`config.mk`:
```
export PLATFORM = sky130hd
export DESIGN_NAME = register_file_onehot
export DESIGN_NICKNAME = d
export VERILOG_FILES = /design/src/rtl/register_file_onehot.sv
export SDC_FILE = /design/constraint.sdc
export NUM_CORES = 2
export LEC_CHECK = 0
export CORE_MARGIN = 10
export CORE_UTILIZATION = 37
export DETAILED_ROUTE_END_ITERATION = 6
export SLEW_MARGIN = 0
export SYNTH_ARGS = -nofsm -noshare
export SYNTH_HDL_FRONTEND = slang
export SYNTH_SLANG_ARGS = --single-unit
```
`constraint.sdc`:
```
create_clock -name Clock -period 109.4 [get_ports Clock]
set_input_delay 21.88 -clock Clock [delete_from_list [all_inputs] [get_ports Clock]]
set_output_delay 21.88 -clock Clock [all_outputs]
set_load 0.01 [all_outputs]
```
`src/rtl/register_file_onehot.sv`:
```
`default_nettype none
// ============================================================================
// Module      : register_file_onehot
// Description : 32 x DATA_WIDTH MIPS general register file with a one-hot
//               write strobe, two combinational read ports, optional
//               same-cycle write bypass, a saturating write counter and a
//               sticky multi-hot enable fault flag. Register $0 reads zero.
// Revision    : 1.0 - initial release
// ============================================================================
module register_file_onehot #(
    parameter int                       DATA_WIDTH  = 32,
    parameter int                       BYPASS      = 1,
    parameter logic [DATA_WIDTH-1:0]    RESET_VALUE = '0
) (
    input  logic                    Clock,
    input  logic                    Reset,
    input  logic [31:0]             WriteEnable,
    input  logic [DATA_WIDTH-1:0]   WriteData,
    input  logic [4:0]              ReadRegister1,
    input  logic [4:0]              ReadRegister2,
    output logic [DATA_WIDTH-1:0]   ReadData1,
    output logic [DATA_WIDTH-1:0]   ReadData2,
    output logic [15:0]             WriteCount,
    output logic                    MultiHotError
);

    localparam logic [15:0] C_COUNT_MAX = 16'hFFFF;

    // Storage for registers 1..31; $0 has no storage at all.
    logic [DATA_WIDTH-1:0] regs_q [1:31];
    logic [15:0]           count_q;
    logic [15:0]           count_d;
    logic                  mh_err_q;
    logic                  mh_err_d;

    logic [5:0]            w_pop;
    logic                  w_one_hot;
    logic                  w_multi_hot;
    logic [DATA_WIDTH-1:0] w_rd1;
    logic [DATA_WIDTH-1:0] w_rd2;

    // Population count of WriteEnable[31:1]: separates none / one / many.
    // An X on any enable bit makes the comparisons X, which the if-statements
    // below treat as false, so no register is disturbed in simulation.
    always_comb begin
        w_pop = '0;
        for (int k = 1; k < 32; k++) begin
            w_pop = w_pop + 6'(WriteEnable[k]);
        end
        w_one_hot   = (w_pop == 6'd1);
        w_multi_hot = (w_pop > 6'd1);
    end

    // Next state of the write counter (saturating) and sticky fault flag.
    always_comb begin
        count_d  = count_q;
        mh_err_d = mh_err_q;
        if (w_one_hot && (count_q != C_COUNT_MAX)) begin
            count_d = count_q + 16'd1;
        end
        if (w_multi_hot) begin
            mh_err_d = 1'b1;
        end
    end

    // Register array: commit only on a strictly one-hot strobe.
    always_ff @(posedge Clock or posedge Reset) begin
        if (Reset) begin
            for (int k = 1; k < 32; k++) begin
                regs_q[k] <= RESET_VALUE;
            end
        end else begin
            for (int k = 1; k < 32; k++) begin
                if (w_one_hot && WriteEnable[k]) begin
                    regs_q[k] <= WriteData;
                end
            end
        end
    end

    // Counter and fault flag state.
    always_ff @(posedge Clock or posedge Reset) begin
        if (Reset) begin
            count_q  <= '0;
            mh_err_q <= 1'b0;
        end else begin
            count_q  <= count_d;
            mh_err_q <= mh_err_d;
        end
    end

    // Read port 1: stored value, overridden by WriteData on a legal write to
    // the same register when bypass is enabled. Bypass is suppressed during
    // reset because the write it would forward can never commit.
    always_comb begin
        w_rd1 = '0;
        for (int k = 1; k < 32; k++) begin
            if (ReadRegister1 == 5'(k)) begin
                w_rd1 = regs_q[k];
            end
        end
        if ((BYPASS != 0) && !Reset && w_one_hot &&
            (ReadRegister1 != 5'd0) && WriteEnable[ReadRegister1]) begin
            w_rd1 = WriteData;
        end
    end

    // Read port 2: identical structure to port 1.
    always_comb begin
        w_rd2 = '0;
        for (int k = 1; k < 32; k++) begin
            if (ReadRegister2 == 5'(k)) begin
                w_rd2 = regs_q[k];
            end
        end
        if ((BYPASS != 0) && !Reset && w_one_hot &&
            (ReadRegister2 != 5'd0) && WriteEnable[ReadRegister2]) begin
            w_rd2 = WriteData;
        end
    end

    assign ReadData1     = w_rd1;
    assign ReadData2     = w_rd2;
    assign WriteCount    = count_q;
    assign MultiHotError = mh_err_q;

endmodule
`default_nettype wire

```
==> summary.md <==
| Metric | Value |
|---|---|
| Routed length per placed instance | 42.2 um |
| Cell repeated most along the worst path | sky130_fd_sc_hd__fa_1 |
| Starting Density | 0.372 |
| Pwr per Cell Area | 24.9 nW/um2 |
| Crit path launch type | input pin |
| Post-Synth Simple-Gate Area | 0.0927 |
| Post-detailed-routing wire length | 326 mm |
| Post-Synthesis Mean Instance Area | 10.5 um2 |
| Dominant synthesized flop cell | sky130_fd_sc_hd__dfrtp_1 |
| Area fraction in compound gates after synthesis | 0.191 |
| IO Pins | 157 |
| P&R area growth vs syn | 14.3% |
| Worst-case hold slack | 492 ps |
| Nets in the synthesized netlist | 5645 |
| Fraction of layout instances using a drive strength above 1 | 0.297 |
| Clock sink count | 1009 |
| Clock buffer count from CTS | 113 |
| Source-to-sink clock delay at the later pin of the worst-skew pair | 770 ps |
| Post-CTS Setup Repair Bufs | 0 |
| Main combinational cell family by area after synthesis | multiplexers |
| Number of setup violations in the final report | 0 |
| Top achievable clock speed | 19.4 MHz |
| Total number of vias | 55400 |
| Core area | 156000 um2 |
| # DRC | 6 |
| Synth Register Bits | 1009 |
| Arrival time worst endpoint | 29720 ps |
| Number of global-route vias before repair | 51800 |
| Number of antenna violations at the first check in global routing | 41 |
| Leading cell types by total area after synthesis | sky130_fd_sc_hd__dfrtp_1, sky130_fd_sc_hd__mux2_2, sky130_fd_sc_hd__o21ai_0 |
| Std cell rows | 145 |
| Number of synthesis warnings | 0 |
| Crit path buffers/inverters | 7 |
| Required time at the endpoint of the critical path | 87520 ps |
| Yosys top cell area share | 0.435 |
| Max_slew headroom | -0.0473 |
| Setup repair after global routing missed its margin | false |
| DP Area | 62300 um2 |
| Slowest stage cell on the critical path | sky130_fd_sc_hd__clkdlybuf4s50_1 |
| Post-synthesis cell count | 5538 |
| # resized after CTS | 0 |
| Floorplan die height | 416 um |
| Last weighted congestion value of the routability-driven placer | 1.03 |
| Largest net degree at the start of global routing | 166 |
| TritonCTS clock tree | done |
| Sum of negative setup slack | 0 ps |
| Finished Core Util | 0.425 |
| Final min period | 51600 ps |
| Fin. max-slew vios | 2 |
| Total chip power | 0.00166 W |
| Filler instances | 15000 |
| Drt initial violations | 10300 |
| Clock Skew | 5.30 ps |
| Global Route Usage Sum | 0.360 |
| Status | finished with violations |
| Final design instance area without fill | 66400 um2 |
| Fraction of the mapped netlist area in adder cells | 0.00965 |
| Most area-hungry cell type in the Yosys netlist | sky130_fd_sc_hd__dfrtp_1 |
| Dpl hpwl | 220 mm |
| Fin nets | 5648 |
| Final Cycle Share | 0.472 |
| Number of I/O port buffers | 155 |
| Hold Violations, Final | 0 |
| Number of antenna-violating nets in the routed design | 0 |
| Number of unique standard cell types used by synthesis | 92 |
| Maximum number of buffers from clock root to sink | 3 |
| First-pass GRT wire length | 444 mm |
| Worst path max stage delay | 720 ps |
| Deepest level of the CTS H-tree | 3 |
| Async set-or-reset flop fraction in the synthesized netlist | 1.00 |
| Leakage power | 28.0 nW |
| Number of iterations in the first detailed-routing pass | 7 |
| Number of synthesized flops with an enable pin | 0 |
| Max-cap violations | 1 |
| Multi-input gate area in the final layout | 30500 um2 |
| Critical path class | input pin to primary output |
| Maximum fanout along the worst path | 33 |
| Mux cell area share after synthesis | 0.223 |
| Crit-path leading delay family | adder cells |
| Vias per Instance | 7.17 |
| Failing checks | DRC, capacitance limit, slew limit |
| Width of the die | 416 um |
| Synth Area in XOR/XNOR | 0.00256 |
| GRT Residual Overflow | 0 |
| Worst-path clk slew | 60 ps |
| Largest voltage drop on the vdd net | 0.0000173 V |
| CTS root buf | sky130_fd_sc_hd__clkbuf_16 |
| Cts-stage hold buffer count | 0 |
| Cell chain of the critical path | clkdlybuf4s50_1 > inv_1 > fa_1 > fa_1 > inv_1 > fa_1 > inv_1 > fa_1 > fa_1 > fa_1 > fa_1 > fa_1 > nand2b_1 > or4_1 > nor3_1 > buf_4 > and3_2 > buf_4 > nand2_1 > o31ai_1 > clkdlybuf4s50_1 |
| Sequential standard cell area | 25200 um2 |
| Kind of end point of the critical path | primary output |
| Die area | 173000 um2 |
| Post-synthesis cell area | 58100 um2 |
| Worst Tran Pin Value | 1570 ps |
| Class of the worst hold path | flop to flop |
| Post-synthesis sequential area ratio | 0.435 |
metal layers:
| metal | part of all wire | global-route usage | wire, um | vias to the layer above |
|---|---|---|---|---|
| met5 | 0.00049 | 0 | 161 | - |
| met4 | 0.084 | 0.256 | 27500 | 24 |
| met3 | 0.15 | 0.154 | 49600 | 1348 |
| met2 | 0.40 | 0.493 | 130000 | 5199 |
| met1 | 0.36 | 0.450 | 119000 | 27800 |
| li1 | - | - | - | 21000 |
worst register-to-register path: cells and delay by family, from the launching register on:
kind	cells	cell delay, ps
AOI/OAI and AO/OA	1	570
xor gates and xnor gates	1	150
DFF	1	420
and+or+nand+nor	5	1220
through the flow:
step,worst slack [ps],instances
final,57800,7722
after global routing,57480,7701
after CTS,57780,7696
after detailed placement,57780,7483
after global placement,57730,7483
after floorplan,38650,5538
placed cells by master (no fill, tap or decap), types with 26 or more instances in the layout:
cell type / netlist / routed
sky130_fd_sc_hd__o31ai_1: 58 / 57
sky130_fd_sc_hd__a211oi_1: 49 / 49
sky130_fd_sc_hd__clkdlybuf4s50_1: 0 / 144
sky130_fd_sc_hd__clkinv_2: 0 / 26
sky130_fd_sc_hd__dfrtp_1: 1009 / 1009
sky130_fd_sc_hd__o21ai_0: 335 / 335
sky130_fd_sc_hd__o221ai_1: 55 / 55
sky130_fd_sc_hd__o22ai_1: 207 / 207
sky130_fd_sc_hd__clkbuf_8: 0 / 31
sky130_fd_sc_hd__a22o_1: 42 / 42
sky130_fd_sc_hd__nor2b_1: 41 / 30
sky130_fd_sc_hd__nor2_1: 288 / 263
sky130_fd_sc_hd__nand2b_1: 33 / 29
sky130_fd_sc_hd__mux2i_1: 86 / 86
sky130_fd_sc_hd__nor3_1: 71 / 69
sky130_fd_sc_hd__a21oi_1: 294 / 294
sky130_fd_sc_hd__inv_1: 63 / 60
sky130_fd_sc_hd__a221oi_1: 68 / 68
sky130_fd_sc_hd__or3_1: 32 / 31
sky130_fd_sc_hd__nand4_1: 27 / 27
sky130_fd_sc_hd__mux2_2: 1025 / 1025
sky130_fd_sc_hd__a22oi_1: 131 / 131
sky130_fd_sc_hd__clkbuf_16: 0 / 115
sky130_fd_sc_hd__nand2_1: 278 / 278
sky130_fd_sc_hd__nand3_1: 81 / 81
sky130_fd_sc_hd__o211ai_1: 46 / 46
sky130_fd_sc_hd__a31oi_1: 63 / 63
sky130_fd_sc_hd__and3_1: 46 / 45
sky130_fd_sc_hd__buf_4: 14 / 285
synthesized netlist by cell type (63+ instances only):
library cell               number
sky130_fd_sc_hd__a21oi_1      294
sky130_fd_sc_hd__a221oi_1      68
sky130_fd_sc_hd__a22oi_1      131
sky130_fd_sc_hd__a31oi_1       63
sky130_fd_sc_hd__buf_2        237
sky130_fd_sc_hd__clkbuf_1     285
sky130_fd_sc_hd__dfrtp_1     1009
sky130_fd_sc_hd__inv_1         63
sky130_fd_sc_hd__mux2_2      1025
sky130_fd_sc_hd__mux2i_1       86
sky130_fd_sc_hd__nand2_1      278
sky130_fd_sc_hd__nand3_1       81
sky130_fd_sc_hd__nor2_1       288
sky130_fd_sc_hd__nor3_1        71
sky130_fd_sc_hd__o21ai_0      335
sky130_fd_sc_hd__o22ai_1      207
power by group:
part           internal [W]  switching [W]
Clock              0.000249       0.000177
Combinational      0.000279       0.000302
Sequential         0.000519       0.000131
Total               0.00105       0.000610
path summary, 6_finish.rpt:
path | slack, ps | from | endpoint | cells past startpoint
setup / recovery | 57800 | WriteEnable[24] | ReadData1[4] | 21
hold / removal | 490 | WriteCount[10] | WriteCount[10] | 1
min in group asynchronous | 21800 | Reset | WriteCount[0] | 2
setup reg to reg | 106930 | WriteCount[8] | WriteCount[5] | 7
hold reg to reg | 490 | WriteCount[10] | WriteCount[10] | 1
max in group asynchronous | 83920 | Reset | regs_q[732] | 6
logic make-up (layout without fill, tap and decap cells):
group                    Yosys count  after routing
AO/OA/AOI/OAI                   1647           1647
XOR/XNOR                          17             17
adder cells (fa/ha/maj)           31             31
buffers and inverters            618            719
flip-flops                      1009           1009
multiplexers                    1140           1140
other                              0             25
AND/OR/NAND/NOR                 1076           1076
layout make-up:
cell class,count,share of cell area
diodes,25,0.000942
clock buffers,161,0.0506
clock inverters,52,0.0106
inverters,65,0.00379
multi-input cells,3911,0.459
flip-flops and latches,1009,0.380
well taps,2058,0.0388
repair buffers,441,0.0562
state kept, by name (all words and copies together) (netlist names):
register / cells
regs_q: 992
WriteCount: 16
MultiHotError: 1
Power figures use the tool's default switching activity.
